$ cat config.mk
export PLATFORM = sky130hd
export DESIGN_NAME = keypad_code_entry
export DESIGN_NICKNAME = d
export VERILOG_FILES = /design/src/rtl/keypad_code_entry.sv
export SDC_FILE = /design/constraint.sdc
export NUM_CORES = 1
export LEC_CHECK = 0
export ABC_AREA = 0
export BUFFER_PORTS_ARGS = -buffer_cell sky130_fd_sc_hd__buf_4
export CAP_MARGIN = 20
export CORE_MARGIN = 1.5
export CORE_UTILIZATION = 33
export DETAILED_ROUTE_END_ITERATION = 8
export GPL_ROUTABILITY_DRIVEN = 0
export SLEW_MARGIN = 10
export SYNTH_ARGS = -nofsm -noshare
export SYNTH_HDL_FRONTEND = slang
export SYNTH_SLANG_ARGS = --single-unit
$ cat constraint.sdc
create_clock -name clk -period 4.05 [get_ports clk]
set_input_delay 0.2025 -clock clk [delete_from_list [all_inputs] [get_ports clk]]
set_output_delay 0.2025 -clock clk [all_outputs]
set_load 0.1 [all_outputs]
$ cat src/rtl/keypad_code_entry.sv
// -----------------------------------------------------------------------------
// keypad_code_entry
//
// Front end for the home-automation authorization checker. Four serially
// keyed bits are shifted into a 4-bit code (first key ends up in the MSB).
// The code is then presented with a one-cycle validate strobe. The checker's
// registered auth_status is sampled one cycle later and reported as a
// granted/denied pulse. Consecutive denials are counted. Reaching MAX_FAILS
// starts a timed lockout. A partial entry that sits idle too long is dropped.
//
// Parameters:
//   TIMEOUT_CYCLES  idle cycles allowed between keys of a partial entry (1..65535)
//   MAX_FAILS       consecutive denials that trigger lockout (1..15)
//   LOCK_CYCLES     lockout duration in cycles (1..65535)
//
// Ports:
//   clk            in   clock, rising edge
//   reset          in   asynchronous, active-high reset
//   key_valid      in   one key press this cycle
//   key_bit        in   key value, qualified by key_valid
//   key_clear      in   discard the partial entry
//   auth_status    in   checker result, registered by the checker on validate
//   code           out  assembled code to the checker
//   validate       out  one-cycle submit strobe
//   granted        out  one-cycle pulse, access granted
//   denied         out  one-cycle pulse, access denied
//   entry_timeout  out  one-cycle pulse, partial entry discarded by timeout
//   locked         out  high during lockout
//   busy           out  high while keys are ignored (SUBMIT, CHECK, LOCKED)
//   fail_count     out  current consecutive-failure count
// -----------------------------------------------------------------------------
module keypad_code_entry #(
    parameter int unsigned TIMEOUT_CYCLES = 1000,
    parameter int unsigned MAX_FAILS      = 3,
    parameter int unsigned LOCK_CYCLES    = 5000
) (
    input  logic       clk,
    input  logic       reset,
    input  logic       key_valid,
    input  logic       key_bit,
    input  logic       key_clear,
    input  logic       auth_status,
    output logic [3:0] code,
    output logic       validate,
    output logic       granted,
    output logic       denied,
    output logic       entry_timeout,
    output logic       locked,
    output logic       busy,
    output logic [3:0] fail_count
);

    typedef enum logic [2:0] {
        S_IDLE   = 3'd0,
        S_ENTRY  = 3'd1,
        S_SUBMIT = 3'd2,
        S_CHECK  = 3'd3,
        S_LOCKED = 3'd4
    } state_t;

    // Terminal timer values; both are below 65536 so the 16-bit timer never wraps.
    localparam logic [15:0] TIMEOUT_LAST = 16'(TIMEOUT_CYCLES - 1);
    localparam logic [15:0] LOCK_LAST    = 16'(LOCK_CYCLES - 1);
    localparam logic [3:0]  MAX_F        = 4'(MAX_FAILS);

    state_t      state_q, state_d;
    logic [3:0]  code_q, code_d;
    logic [2:0]  count_q, count_d;
    logic [15:0] timer_q, timer_d;
    logic [3:0]  fail_q, fail_d;
    logic [3:0]  fail_inc;

    logic        timeout_ev, grant_ev, deny_ev;

    logic        validate_q, validate_d;
    logic        granted_q, granted_d;
    logic        denied_q, denied_d;
    logic        timeout_q, timeout_d;
    logic        locked_q, locked_d;
    logic        busy_q, busy_d;

    // Saturating increment of the failure counter.
    assign fail_inc = (fail_q < MAX_F) ? fail_q + 4'd1 : fail_q;

    // ------------------------------------------------------------------
    // State and datapath registers
    // ------------------------------------------------------------------
    always_ff @(posedge clk or posedge reset) begin
        if (reset) begin
            state_q    <= S_IDLE;
            code_q     <= 4'd0;
            count_q    <= 3'd0;
            timer_q    <= 16'd0;
            fail_q     <= 4'd0;
            validate_q <= 1'b0;
            granted_q  <= 1'b0;
            denied_q   <= 1'b0;
            timeout_q  <= 1'b0;
            locked_q   <= 1'b0;
            busy_q     <= 1'b0;
        end else begin
            state_q    <= state_d;
            code_q     <= code_d;
            count_q    <= count_d;
            timer_q    <= timer_d;
            fail_q     <= fail_d;
            validate_q <= validate_d;
            granted_q  <= granted_d;
            denied_q   <= denied_d;
            timeout_q  <= timeout_d;
            locked_q   <= locked_d;
            busy_q     <= busy_d;
        end
    end

    // ------------------------------------------------------------------
    // Next-state and datapath logic
    // ------------------------------------------------------------------
    always_comb begin
        state_d    = state_q;
        code_d     = code_q;
        count_d    = count_q;
        timer_d    = timer_q;
        fail_d     = fail_q;
        timeout_ev = 1'b0;
        grant_ev   = 1'b0;
        deny_ev    = 1'b0;

        unique case (state_q)
            S_IDLE: begin
                // Clear beats a simultaneous key; the key is dropped.
                if (key_clear) begin
                    code_d  = 4'd0;
                    count_d = 3'd0;
                    timer_d = 16'd0;
                end else if (key_valid) begin
                    code_d  = {code_q[2:0], key_bit};
                    count_d = 3'd1;
                    timer_d = 16'd0;
                    state_d = S_ENTRY;
                end
            end

            S_ENTRY: begin
                if (key_clear) begin
                    code_d  = 4'd0;
                    count_d = 3'd0;
                    timer_d = 16'd0;
                    state_d = S_IDLE;
                end else if (key_valid) begin
                    // A key on the expiry cycle still counts and restarts the timer.
                    code_d  = {code_q[2:0], key_bit};
                    timer_d = 16'd0;
                    if (count_q == 3'd3) begin
                        count_d = 3'd0;
                        state_d = S_SUBMIT;
                    end else begin
                        count_d = count_q + 3'd1;
                    end
                end else if (timer_q == TIMEOUT_LAST) begin
                    code_d     = 4'd0;
                    count_d    = 3'd0;
                    timer_d    = 16'd0;
                    timeout_ev = 1'b1;
                    state_d    = S_IDLE;
                end else begin
                    timer_d = timer_q + 16'd1;
                end
            end

            // code is held while the checker registers it.
            S_SUBMIT: state_d = S_CHECK;

            S_CHECK: begin
                code_d = 4'd0;
                if (auth_status) begin
                    grant_ev = 1'b1;
                    fail_d   = 4'd0;
                    state_d  = S_IDLE;
                end else begin
                    deny_ev = 1'b1;
                    fail_d  = fail_inc;
                    if (fail_inc == MAX_F) begin
                        timer_d = 16'd0;
                        state_d = S_LOCKED;
                    end else begin
                        state_d = S_IDLE;
                    end
                end
            end

            S_LOCKED: begin
                if (timer_q == LOCK_LAST) begin
                    timer_d = 16'd0;
                    fail_d  = 4'd0;
                    state_d = S_IDLE;
                end else begin
                    timer_d = timer_q + 16'd1;
                end
            end

            default: state_d = S_IDLE;
        endcase
    end

    // ------------------------------------------------------------------
    // Output logic. The outputs are computed from the upcoming state so
    // that, once registered, they line up with the state they describe.
    // ------------------------------------------------------------------
    always_comb begin
        validate_d = (state_d == S_SUBMIT);
        granted_d  = grant_ev;
        denied_d   = deny_ev;
        timeout_d  = timeout_ev;
        locked_d   = (state_d == S_LOCKED);
        busy_d     = (state_d == S_SUBMIT) || (state_d == S_CHECK) || (state_d == S_LOCKED);
    end

    assign code          = code_q;
    assign validate      = validate_q;
    assign granted       = granted_q;
    assign denied        = denied_q;
    assign entry_timeout = timeout_q;
    assign locked        = locked_q;
    assign busy          = busy_q;
    assign fail_count    = fail_q;

endmodule

=== Word-level counts from Yosys, hierarchy flattened ===
Index checks and enable logic that the tools add are counted.

* Output and inout bits: 14
* Input port bits: 6
* Word-level logic and storage cells: 86
* Bits in registers: 36

* Eq/ne operators: 16
* $add $sub $neg: 3
* Muxes and demuxes: 44
* Reductions and logical operators: 11
* Order comparisons: 1

{| class="wikitable"
|+ Operators with widths
! cell !! count
|-
| 2-to-1 mux 16 bit || 8
|-
| case mux 16 bit (4 select lines) || 1
|-
| 2-to-1 mux 3 bit || 15
|-
| 2-to-1 mux 4 bit || 8
|-
| adder 16 x 1 -> 16 bit, second input constant || 1
|-
| == test 16 x 10 -> 1 bit, second input constant || 1
|-
| == test 16 x 13 -> 1 bit, second input constant || 1
|-
| == test 3 x 2 -> 1 bit, second input constant || 5
|-
| case mux 3 bit (5 select lines) || 1
|-
| case mux 4 bit (3 select lines) || 1
|-
| 2-to-1 mux 1 bit || 8
|-
| case mux 4 bit (2 select lines) || 1
|-
| == test 3 bit, second input constant || 2
|-
| != test 2 bit, second input constant || 3
|-
| case mux 3 bit (2 select lines) || 1
|-
| AND reduction 3 bit || 2
|-
| adder 4 x 1 -> 4 bit, second input constant || 1
|-
| == test 4 x 2 -> 1 bit, second input constant || 1
|-
| < comparator 4 x 2 -> 1 bit, second input constant || 1
|-
| != test 4 bit, second input constant || 1
|-
| AND reduction 4 bit || 1
|-
| nonzero test 2 bit || 2
|-
| nonzero test 4 bit || 1
|-
| adder 3 x 1 -> 3 bit, second input constant || 1
|-
| 6 further kinds || 7
|}

=== Longest topological paths before layout ===
Gate-level depths: netlist (run 1).

* Depth after elaboration: 9
* Mapped depth: 7
* Depth with buffers taken out: 6

=== Worst setup path before layout (run 1) ===
OpenSTA, ideal clock, no wires.

* Kind: reg2reg
* Start point: reg fail_q[0], in the netlist fail_count[0]
* End point: reg timer_q[15]
* Path buffers: 1
* Data arrival time: 2420 ps
* Setup slack: 1548 ps
* Library setup time: 83 ps
* Stages on the path, launching flop included: 8
* Required time: 3967 ps
* Clock period less this slack: 2502 ps
* Cell sequence: dfrtp_1 -> ha_1 -> nor3b_1 -> o21ai_0 -> o2bb2ai_1 -> clkbuf_1 -> nand2_1 -> o21ai_0

* Cells in the longest elaborated chain, start to end: 5
* Elaborated cells on any way between the ends: 6
* Classes of those cells: add/sub: 1; order compare: 1; eq/ne: 2; mux: 1; reduce/logical: 1

{| class="wikitable"
|+ Ends and longest elaborated chain
! what !! line !! RTL
|-
| from (decl) || 70 || <nowiki>logic [3:0] fail_q, fail_d;</nowiki>
|-
| from (signal assigned) || 106 || <nowiki>fail_q <= fail_d;</nowiki>
|-
| adder 4 x 1 -> 4 bit or < comparator 4 x 2 -> 1 bit (tied branches) || 83 || <nowiki>assign fail_inc = (fail_q < MAX_F) ? fail_q + 4'd1 : fail_q;</nowiki>
|-
| 2-to-1 mux 4 bit * || 83 ||
|-
| == test 4 x 2 -> 1 bit * || 183 || <nowiki>if (fail_inc == MAX_F) begin</nowiki>
|-
| != test 2 bit (no line) * || -- ||
|-
| AND reduction 4 bit (no line) * || -- ||
|-
| to (signal assigned) || 105 || <nowiki>timer_q <= timer_d;</nowiki>
|-
| to (decl) || 69 || <nowiki>logic [15:0] timer_q, timer_d;</nowiki>
|}

Every way passes the cells marked *; elsewhere a longest branch is shown, timed or not.
A chain may end at the register's enable or synchronous reset.

=== Final worst setup path (run 1) ===
* Start point: reg timer_q[4]
* End point: reg timer_q[0]

* Cells in the longest elaborated chain, start to end: 5
* Elaborated cells on any way between the ends: 7
* Classes of those cells: eq/ne: 2; mux: 5

{| class="wikitable"
|+ Ends and longest elaborated chain
! what !! line !! RTL
|-
| == test 16 x 10 -> 1 bit || 160 || <nowiki>end else if (timer_q == TIMEOUT_LAST) begin</nowiki>
|-
| 2-to-1 mux 16 bit || 160 ||
|-
| 2-to-1 mux 16 bit || 150 || <nowiki>end else if (key_valid) begin</nowiki>
|-
| 2-to-1 mux 16 bit || 145 || <nowiki>if (key_clear) begin</nowiki>
|-
| case mux 16 bit (4 select lines) * || 129 || <nowiki>unique case (state_q)</nowiki>
|}

Marked as above.

==> summary by stage, run 1 <==
Run status
The flow ran to the end, and the final reports show no timing, DRC or antenna violations.

Power and ir drop
The switching component of the power is 0.189 mW. Of the total power, the share spent switching nets is 24.9%. The clock power share is 40.3%. The internal portion of the total power is 0.573 mW. The leakage component of the power is 1.07 nW.

Dividing total power by cell area gives a power density of 339 nW/um2. In this run, flip-flops and latches consume 49.0% of the power. The share of total power in combinational logic is 10.8%.

Overall power consumption after layout is estimated at 0.762 mW. Across the VDD grid, the largest voltage drop is 0.000171 V.

Clock network
The number of gates resized after CTS was 0. TritonCTS built the clock tree. The count of hold-fix buffers inserted at cts is 0.

The number of setup buffers added after CTS is 0. The clock sink total is 36. At the later pin of the worst-skew pair, clock insertion delay measures 0.28 ns. The H-tree depth reported by CTS is 2. The number of buffers created by CTS is 5. The buffer levels on the longest clock path is 2. Clock-pin slew was measured on the worst setup and hold paths at 0.07 ns.

The clock tree root buffer cell is clkbuf_8.

Route
The post-detailed-route count of antenna-violating nets is 0. In the final routed layout, each cell accounts on average for 12.1 um. The via count is 1536. In the routed layout, each cell is associated on average with a via count of 4.99.

The DRC violation count after routing is 0. In this run, the number of DRC markers left after iteration 0 of detailed routing was 82. Wires add up to 3.73 mm. The number of iterations in the first detailed-routing pass is 4.

Timing
Setup repair after global routing left no endpoint under its margin. On the final layout, the worst hold slack is 0.0226 ns. After routing, the total negative slack on setup checks comes to 0 ns. The upper clock frequency limit is 0.443 GHz. The hold violation total from the final report was 0. The final-report max-slew violation count is 0. After layout, the worst path uses 55.7% of the clock period. For the pin with the worst max-slew slack, the measured transition is 0.931 ns.

After layout, the worst setup slack is 1.79 ns. In this run the tightest slew margin relative to its limit is 37.8%. The worst path needs 2.26 ns of the cycle, external delays included. The worst setup skew after layout is 0.00683 ns. The setup violation total in the final timing report is 0.

Synthesis
The sequential-to-total area share from yosys stat is 46.8%. The netlist area before placement is 1920 um2. The most common flop cell mapped by yosys is dfrtp_1. For this run, the number of Yosys warnings is 0. The cell count after synthesis is 215. For this run, asynchronously set or reset flops after synthesis account for 100%.

When the netlist entered floorplanning its net count stood at 224. The number of synthesized flops with an enable pin is 0. The count of unique library cells instantiated by Yosys is 45. The average size of a mapped cell is 8.95 um2.

The synthesized flop and latch total is 36.

GRT
The remaining global-route overflow is 0. The number of global-route vias before repair is 1458. The initial antenna violation count came to 0. The first global-routing pass estimated 6.63 mm of wire. For this run, the total global-route usage over all layers was measured as 13.4%. Entering global routing, the biggest net connects 37 pins.

Place
Timing analysis after detailed placement gives a worst setup slack of 1.78 ns. The number of I/O port buffers is 19. The post-detailed-placement half-perimeter wirelength is 2.65 mm.

Critical path
The startpoint identified for the worst register-to-register timing path is timer_q[4]. Data on the critical path arrives at its endpoint at 2.42 ns. Tracing the worst setup path back leads to its startpoint at timer_q[4].

In this run the worst path has a maximum fanout of 14. The worst flop-to-flop path endpoint is timer_q[0]. The most critical setup path has its endpoint at timer_q[0]. The worst path required time is 4.22 ns. The endpoint type of the worst setup path is a register. Counting cells, the worst reg-to-reg path comes to 5. The kind of start point of the critical path is a register. The category of the critical setup timing path is reg2reg.

The setup check on the worst reg-to-reg path leaves a slack of 1.79 ns.

Floorplanning
The area of the die is 6300 um2. The floorplan row count is 27. From bottom edge to top edge, the die measures 79.4 um.

The die boundary width is 79.4 um. For this configuration, the core starts out at a cell density of 34.5%. During I/O placement, the number of pins put on the boundary was 20. The core area is 5570 um2.

Finish
Counting the fill cells in the layout gives 570. The number of antenna cells inserted is 0. Relative to the synthesized area, the layout overhead comes to 16.8%.

The most frequent standard cell in the layout excluding fill and tap cells is nand2_1. In the layout the commonest cells are 38 x nand2_1, 36 x dfrtp_1, 21 x buf_4. The number of nets at the end of the flow is 244. The fraction of layout instances using a drive strength above 1 is 14.0%.

Worst hold path
The path class of the tightest hold or removal check is in2async.

Job
The number of maximum-capacitance violations is 0.
area by class of cell:
class                           instances  area, um2  share of cell area, %
Clock buffer                            6       72.6                   3.23
Clock inverter                          2       35.0                   1.56
Inverter                                9       33.8                   1.50
Multi-Input combinational cell        162        958                   42.6
Sequential cell                        36        901                   40.1
Tap cell                               72       90.1                   4.01
Timing Repair Buffer                   21        158                   7.01
cells in the mapped netlist (2+ instances only):
cell type	count	share of area [%]
nor4_1	3	0.98
nand3_1	8	2.1
inv_1	9	1.8
ha_1	3	2.0
or2_1	2	0.65
nor3_1	8	2.1
clkbuf_1	7	1.4
dfrtp_1	36	47
o21a_1	2	0.78
o22ai_1	10	3.3
and3_1	5	1.6
nor3b_1	3	1.2
xnor2_1	2	0.91
o21bai_1	2	0.78
mux2i_1	6	3.1
nand2b_1	2	0.65
o21ai_0	7	1.8
and2_1	5	1.6
or3_1	2	0.65
a21oi_1	4	1.0
nor2b_1	8	2.6
nand2_1	38	7.4
o31a_1	2	0.91
nor2_1	20	3.9
worst min-delay path by stage:
stage | start | endpoint | depth (start not counted)
global route | reset | timer_q[11] | 3
floorplan | auth_status | denied | 1
finish | reset | locked | 3
detailed placement | reset | timer_q[1] | 3
CTS | reset | locked | 3
global placement | reset | fail_count[3] | 3
state kept, by name, indices dropped and copies added (netlist names):
signal and cells:
timer_q 16, code 4, fail_count 4, count_q 3, state_q 3, busy 1
denied 1, entry_timeout 1, granted 1, locked 1, validate 1
logic make-up after synthesis:
family	Yosys count	synth area share, %
DFF	36	46.8
AOI/OAI and AO/OA	35	12.1
xor gates and xnor gates	3	1.37
buffers and inverters	17	3.38
adders and majority gates	3	1.95
muxes	8	4.29
and+or+nand+nor	113	30.1
critical path: stages (launching register included):
cell and delay (ns):
dfrtp_1 0.49, or4b_1 0.57, nor4_1 0.25, nor2b_1 0.28, or2_1 0.30, mux2_2 0.26
metal layers:
metal,global-route usage (%),wire length (um),vias up
met1,17.7,1820,720
met2,21.0,1710,25
met3,3.45,150,6
met4,4.74,48,0
met5,0,0,-
li1,-,-,785
metrics by stage:
| step | util, % | std cells | area (um2) |
|---|---|---|---|
| 6_report | 40.3 | 308 | 2250 |
| 5_1_grt | 40.3 | 308 | 2250 |
| 3_3_place_gp | 38.4 | 300 | 2140 |
| 4_1_cts | 40.3 | 308 | 2250 |
| 2_1_floorplan | - | 215 | 1920 |
| 3_5_place_dp | 38.4 | 300 | 2140 |
power groups by stage:
stage	combinational (mW)	sequential, mW	clock (mW)
after floorplan	0.0369	0.403	0
after global placement	0.0824	0.380	0
after detailed placement	0.0829	0.380	0
after CTS	0.0833	0.373	0.319
after global routing	0.0895	0.374	0.334
final	0.0820	0.373	0.307
Note: power is estimated with default switching activity, not from simulation.
==> run 2: changes to the inputs <==
clock period = 2.2 ns   (was 4.05 ns; I/O delays follow)
==> run 2 against run 1 <==
Setup slack worse by 1.7 ns. Die area unchanged. Combinational power up 95%. Sequential share of layout area down 2.5 points. Fmax up 7.3%. Worst hold slack better by 0.059 ns. Sequential power up 84%. Clock-buffer cell count up 1. Critical endpoint is now code[0]. Largest cell class unchanged. Largest power group unchanged.
==> summary by stage, run 2 (synthesis results as in run 1) <==
Place
The number of placed instances, taps included, is 318. The post-detailed-placement half-perimeter wirelength is 3.00 mm. The count of buffers added on input and output ports is 19.

The area after detailed placement is 2280 um2. The minimum setup slack after placement is 0.0631 ns.

Route
The sum of routed wire length over all layers is 4.11 mm. After detailed routing, the number of remaining DRC violations is 0. Using the TritonRoute via totals, the vias-per-cell ratio works out to 5.03. After detailed routing, the average wire length per cell comes to 12.5 um. The detail route stage leaves a number of antenna-violating nets equal to 0. The initial detailed-routing violation count is 88.

For this block, the via count after detailed routing is 1649. Before antenna repair, the detailed router went through 4 iterations.

GRT
The initial antenna violation count is 0. The number of global-route vias before repair came to 1529. The first global-routing pass estimated 7.04 mm of wire. Summed over all layers, the global routing overflow is 0. In the global route stage, overall resource usage came out at 14.4%. The largest net degree at the start of global routing is 37.

Timing
The clock arrives with 0.00391 ns of skew. On the final layout, the worst hold slack is 0.0818 ns. For the final routed database, the setup TNS stands at 0 ns. The final-report max-slew violation count came to 0. The setup violation total in the final timing report is 0. The post-route worst setup slack is 0.0976 ns. The period utilization is 95.6%. The time the final worst path needs with I/O delays and setup is 2.10 ns. The tightest slew margin relative to the limit is 68.4%. Setup repair after global routing left no endpoint under its margin. Based on the critical path, the design can be clocked at up to 0.476 GHz. The hold violation total from the final report came to 0. For the pin with the worst max-slew slack, the measured transition is 0.474 ns.

Power and ir drop
The largest voltage drop on the vdd net is 0.000218 V. The total power density per cell area is 538 nW/um2. The sequential share of power is 53.1%. The design draws 1.29 mW. Of the total power, the share spent switching nets is 26.8%. Combinational cells account for 12.3% of the total power.

Of the total power, the clock network draws 34.5%. The leakage component of the power is 1.16 nW. The switching component of the power is 0.346 mW.

The internal portion of total power is 0.947 mW.

Critical path
STA classifies the critical path startpoint as a register. The largest fanout on the critical path is 6. The worst register-to-register path begins at timer_q[15].

The worst path required time is 2.36 ns. The critical path ends at code[0]. Setup slack on the worst reg-to-reg path comes out at 0.1 ns. The endpoint arrival time on the critical path is 2.27 ns. The endpoint type of the worst setup path is a register. The endpoint identified for the worst register-to-register timing path is code[0]. Tracing the worst setup path back leads to its startpoint at timer_q[15]. The number of cells on the worst reg-to-reg path is 5. The worst setup path is of the reg2reg kind.

Clock network
The root buffer cell chosen for the clock tree is clkbuf_8. The clock sink total is 36. Once the clock tree was built, the setup fixing pass inserted 0 buffers.

At the later pin of the worst-skew pair, clock insertion delay measures 0.29 ns. The H-tree was split into 2 levels. Clock-pin slew was measured on the worst setup and hold paths at 0.07 ns. The buffer levels on the longest clock path is 2. Clock tree synthesis inserted a total of 5 buffers. The clock tree from TritonCTS is done.

Job
Max-cap violations in this run came to 0.

Floorplanning
The starting density of the core is 34.5%. The die covers 6300 um2. The core area is 5570 um2.

Measured along the y axis, the die boundary spans 79.4 um. The floorplan row count is 27. The floorplan step set the die width to 79.4 um. The I/O pin total is 20.

Finish
0 antenna diodes ended up in the layout. The register with the most flip-flops in the layout has 16 of them. In the layout the commonest cells are 39 x buf_4, 38 x nand2_1, 34 x dfrtp_1. The count of filler cells inserted in the layout is 562. The fraction of layout instances using a drive strength above 1 is 21.5%. The area overhead of the layout relative to synthesis is 25.0%.

The largest register by flop count is timer_q. The net count of the finished layout is 264. Leaving out fill and tap cells, the most frequent cell in the layout is buf_4.

The non-filler instance count after layout is 328. The post-layout instance area is 2400 um2. Once layout is complete, the utilization of the core stands at 43.1%.

Run status
The run finished with clean final reports.

Worst hold path
The type of the tightest min-delay check is in2reg.
-- run 2: cell types whose count changed in the layout (fill, tap and decap cells not counted), moves of 2 or more --
cell,change
buf_4,+18
dfrtp_1,-2
dfrtp_2,+2
dlygate4sd3_1,+2
-- run 2: timing repair --
action                                  4_1_cts  5_1_grt
endpoints found under the hold margin        37        0
endpoints found under the setup margin        0       20
hold buffers                                  2        0
resized for setup                             0        3
-- run 2: routing by layer --
| metal | up-vias | wire length, um | track usage (%) |
|---|---|---|---|
| met5 | - | 0 | 0 |
| met1 | 786 | 1960 | 18.2 |
| met4 | 0 | 64 | 5.26 |
| met3 | 6 | 144 | 3.45 |
| li1 | 829 | - | - |
| met2 | 28 | 1940 | 23.9 |
-- run 2: worst min path at each step --
stage	startpoint	to	slack (ns)	depth (start not counted)
global route	key_bit	code[0]	0.08	3
CTS	key_bit	code[0]	0.08	3
floorplan	auth_status	denied	0.18	1
finish	key_bit	code[0]	0.08	3
global placement	reset	code[3]	0.25	3
detailed placement	reset	code[2]	0.26	3
-- run 2: power by group through the flow --
stage / Combinational [mW] / Sequential, mW / Clock [mW]
final: 0.160 / 0.687 / 0.446
after global routing: 0.173 / 0.689 / 0.502
after CTS: 0.162 / 0.687 / 0.469
after detailed placement: 0.159 / 0.700 / 0
after global placement: 0.158 / 0.700 / 0
after floorplan: 0.0679 / 0.743 / 0
-- run 2: layout make-up --
| cell class | count | area [um2] | share of cell area [%] |
|---|---|---|---|
| Clock inverter | 1 | 5.00 | 0.208 |
| Tap cell | 72 | 90.1 | 3.75 |
| Inverter | 9 | 33.8 | 1.40 |
| Multi-Input combinational cell | 162 | 983 | 40.9 |
| Clock buffer | 7 | 76.3 | 3.17 |
| Sequential cell | 36 | 903 | 37.6 |
| Timing Repair Buffer | 41 | 313 | 13.0 |
-- run 2: critical path, cell delays in order, from the launching register on --
cell and delay (ns):
dfrtp_1 0.40, or4_4 0.57, nor4_4 0.20, a21oi_2 0.16, or3_1 0.48, mux2i_1 0.16
==> run 3: changes to the inputs <==
RECOVER_POWER = 50   (was unset)
SETUP_SLACK_MARGIN = 0.2   (was unset)
==> run 3 against run 2 <==
Sequential share of layout area fell by 1.2 points. Combinational power up 7%. Worst hold slack worse by 0.0059 ns. Sequential cell count did not move. Die area did not move. Critical endpoint is now count_q[0].
==> summary by stage, run 3 (synthesis results as in run 1) <==
Run status
The run finished with clean final reports.

Clock network
The later pin in the worst-skew pair is clocked with a latency of 0.29 ns. The H-tree depth reported by CTS is 2. The number of buffers created by CTS is 5.

The clock sink total is 36. The clock tree root buffer cell is clkbuf_8. Clock-pin slew was measured on the worst setup and hold paths at 0.08 ns. The buffer levels on the longest clock path is 2. The clock tree from TritonCTS is done.

Route
The post-detailed-route count of antenna-violating nets is 0. The sum of routed wire length over all layers is 4.24 mm. The number of vias per cell after detailed routing is 4.91. The first detailed-routing pass took 4 iterations. Across all layers, the routed design uses 1612 vias. After detailed routing, the number of remaining DRC violations is 0.

After the first detailed-routing iteration, the DRC count stood at 109. The routed length per placed instance is 12.9 um.

Finish
Leaving out fill and tap cells, the most frequent cell in the layout is nand2_1. The library cells used most frequently in the layout, excluding fill and tap cells, are 38 x nand2_1, 34 x dfrtp_1, 27 x buf_4. The fraction of layout instances using a drive strength above 1 is 23.0%. More flip-flops sit in one register than any other, and that register is timer_q.

The number of antenna cells inserted is 0. The area overhead of the layout relative to synthesis is 29.6%. The net count of the finished layout is 264. After the flow finishes, the layout carries non-filler instances totaling 328.

The register with the most flip-flops in the layout has 16 of them.

GRT
The number of global-route vias before repair is 1517. The initial antenna violation count is 0. Global routing used 14.7% of the available tracks across all layers. The largest net degree at the start of global routing is 37.

For this run the aggregate overflow at the end of global routing stands at 0. The first-pass GRT wire length is 7.07 mm.

Worst hold path
The type of the tightest min-delay check is in2reg.

Power and ir drop
Summed over all cells, the static leakage comes to 1.21 nW. The total power density per cell area is 579 nW/um2. The power after layout is 1.44 mW.

The largest voltage drop on the vdd net is 0.000255 V.

Timing
For the pin with the worst max-slew slack, the measured transition is 1.17 ns. Of the available clock period, the critical path in the final layout requires 93.7%. For this run, the top clock speed supported by timing is 0.485 GHz. The setup violation total in the final timing report is 0. The worst setup skew after layout is 0.00826 ns.

Headroom to the max-slew limit came out at 22.2%. The final-report max-slew violation count is 0. The hold violation total from the final report is 0. Setup repair after global routing could not meet its margin everywhere.

The time the final worst path needs with I/O delays and setup is 2.06 ns.

Place
The number of instances in the placed design is 315. The number of I/O port buffers is 19. The post-detailed-placement half-perimeter wirelength is 3.01 mm.

Critical path
The critical path is of the reg2reg type. Traced cell by cell, the critical path runs through or4_4, nor4_4, nand3_1, a211o_1, mux2_4. The largest single stage delay on the critical path is 0.56 ns. STA puts the critical path data arrival time at 2.25 ns.

The largest fanout on the critical path is 3. The worst path required time is 2.39 ns. The endpoint type of the worst setup path is a register.

The cell at the slowest stage of the critical path is or4_4. The kind of start point of the critical path is a register.

Floorplanning
The die covers 6300 um2. The die boundary height is 79.4 um. The core area is 5570 um2. In this run the horizontal extent of the chip is 79.4 um. The floorplan row count is 27.

The initial utilization of the core area, before any placement, comes to 34.5%. The I/O pin total is 20.

Job
Max-cap violations in this run came to 0.
==> run 3: changes by cell type in the layout (fill, tap and decap cells not counted), sizes merged <==
cell      change
buf           -9
bufinv        +1
clkbuf        +7
clkinvlp      +1
==> run 3: worst paths after layout <==
check | startpoint | end | slack (ns) | cells after the start
max in group asynchronous | reset | fail_count[0] | 0.91 | 4
hold / removal | key_bit | code[0] | 0.08 | 3
min in group asynchronous | reset | entry_timeout | 0.64 | 4
hold reg to reg | count_q[1] | count_q[1] | 0.51 | 1
setup / recovery | timer_q[15] | count_q[0] | 0.14 | 5
setup reg to reg | timer_q[15] | count_q[0] | 0.14 | 5
==> run 3: where the power goes <==
group	internal, mW	total, mW	leakage (nW)	switching (mW)
Sequential	0.675	0.689	0.491	0.0137
Clock	0.335	0.584	0.0541	0.248
Combinational	0.0587	0.172	0.669	0.114
Total	1.07	1.44	1.21	0.376
==> run 3: routing by layer <==
layer	vias to the layer above	GRT usage (%)	part of all wire, %
met1	750	19.0	50
met4	0	5.79	1.6
met3	6	4.14	3.8
li1	833	-	-
met5	-	0	0
met2	23	23.1	45
==> run 3: repair_timing <==
action	in CTS	in global routing
buffers inserted	3	0
endpoints found under the setup margin	13	23
gates resized for setup	8	12
hold endpoints to repair	37	0
pin swaps	1	5
hold buffers	2	0
==> run 3: final cells by class <==
cell class,instances,area [um2]
clock buffers,5,68.8
clock inverters,3,42.5
fillers,554,3080
inverters,9,33.8
multi-input cells,162,1050
flip-flops and latches,36,908
well taps,72,90.1
repair buffers,41,304
==> run 3: critical path: cells and delay by family (launching register included) <==
family,cells,cell delay (ns)
and+or+nand+nor,3,0.91
AOI/OAI and AO/OA,1,0.36
DFF,1,0.38
muxes,1,0.31
==> run 3: stage by stage <==
step	utilization (%)	setup WS, ns	hold WS [ns]	TNS (ns)	area [um2]
final	44.8	0.139	0.0759	0	2490
after global placement	40.7	0.108	0.250	0	2270
after detailed placement	40.7	-0.0141	0.254	-0.0572	2270
after floorplan	-	0.202	0.176	0	1940
after CTS	44.4	0.145	0.0652	0	2480
after global routing	44.8	0.0705	0.0698	0	2490
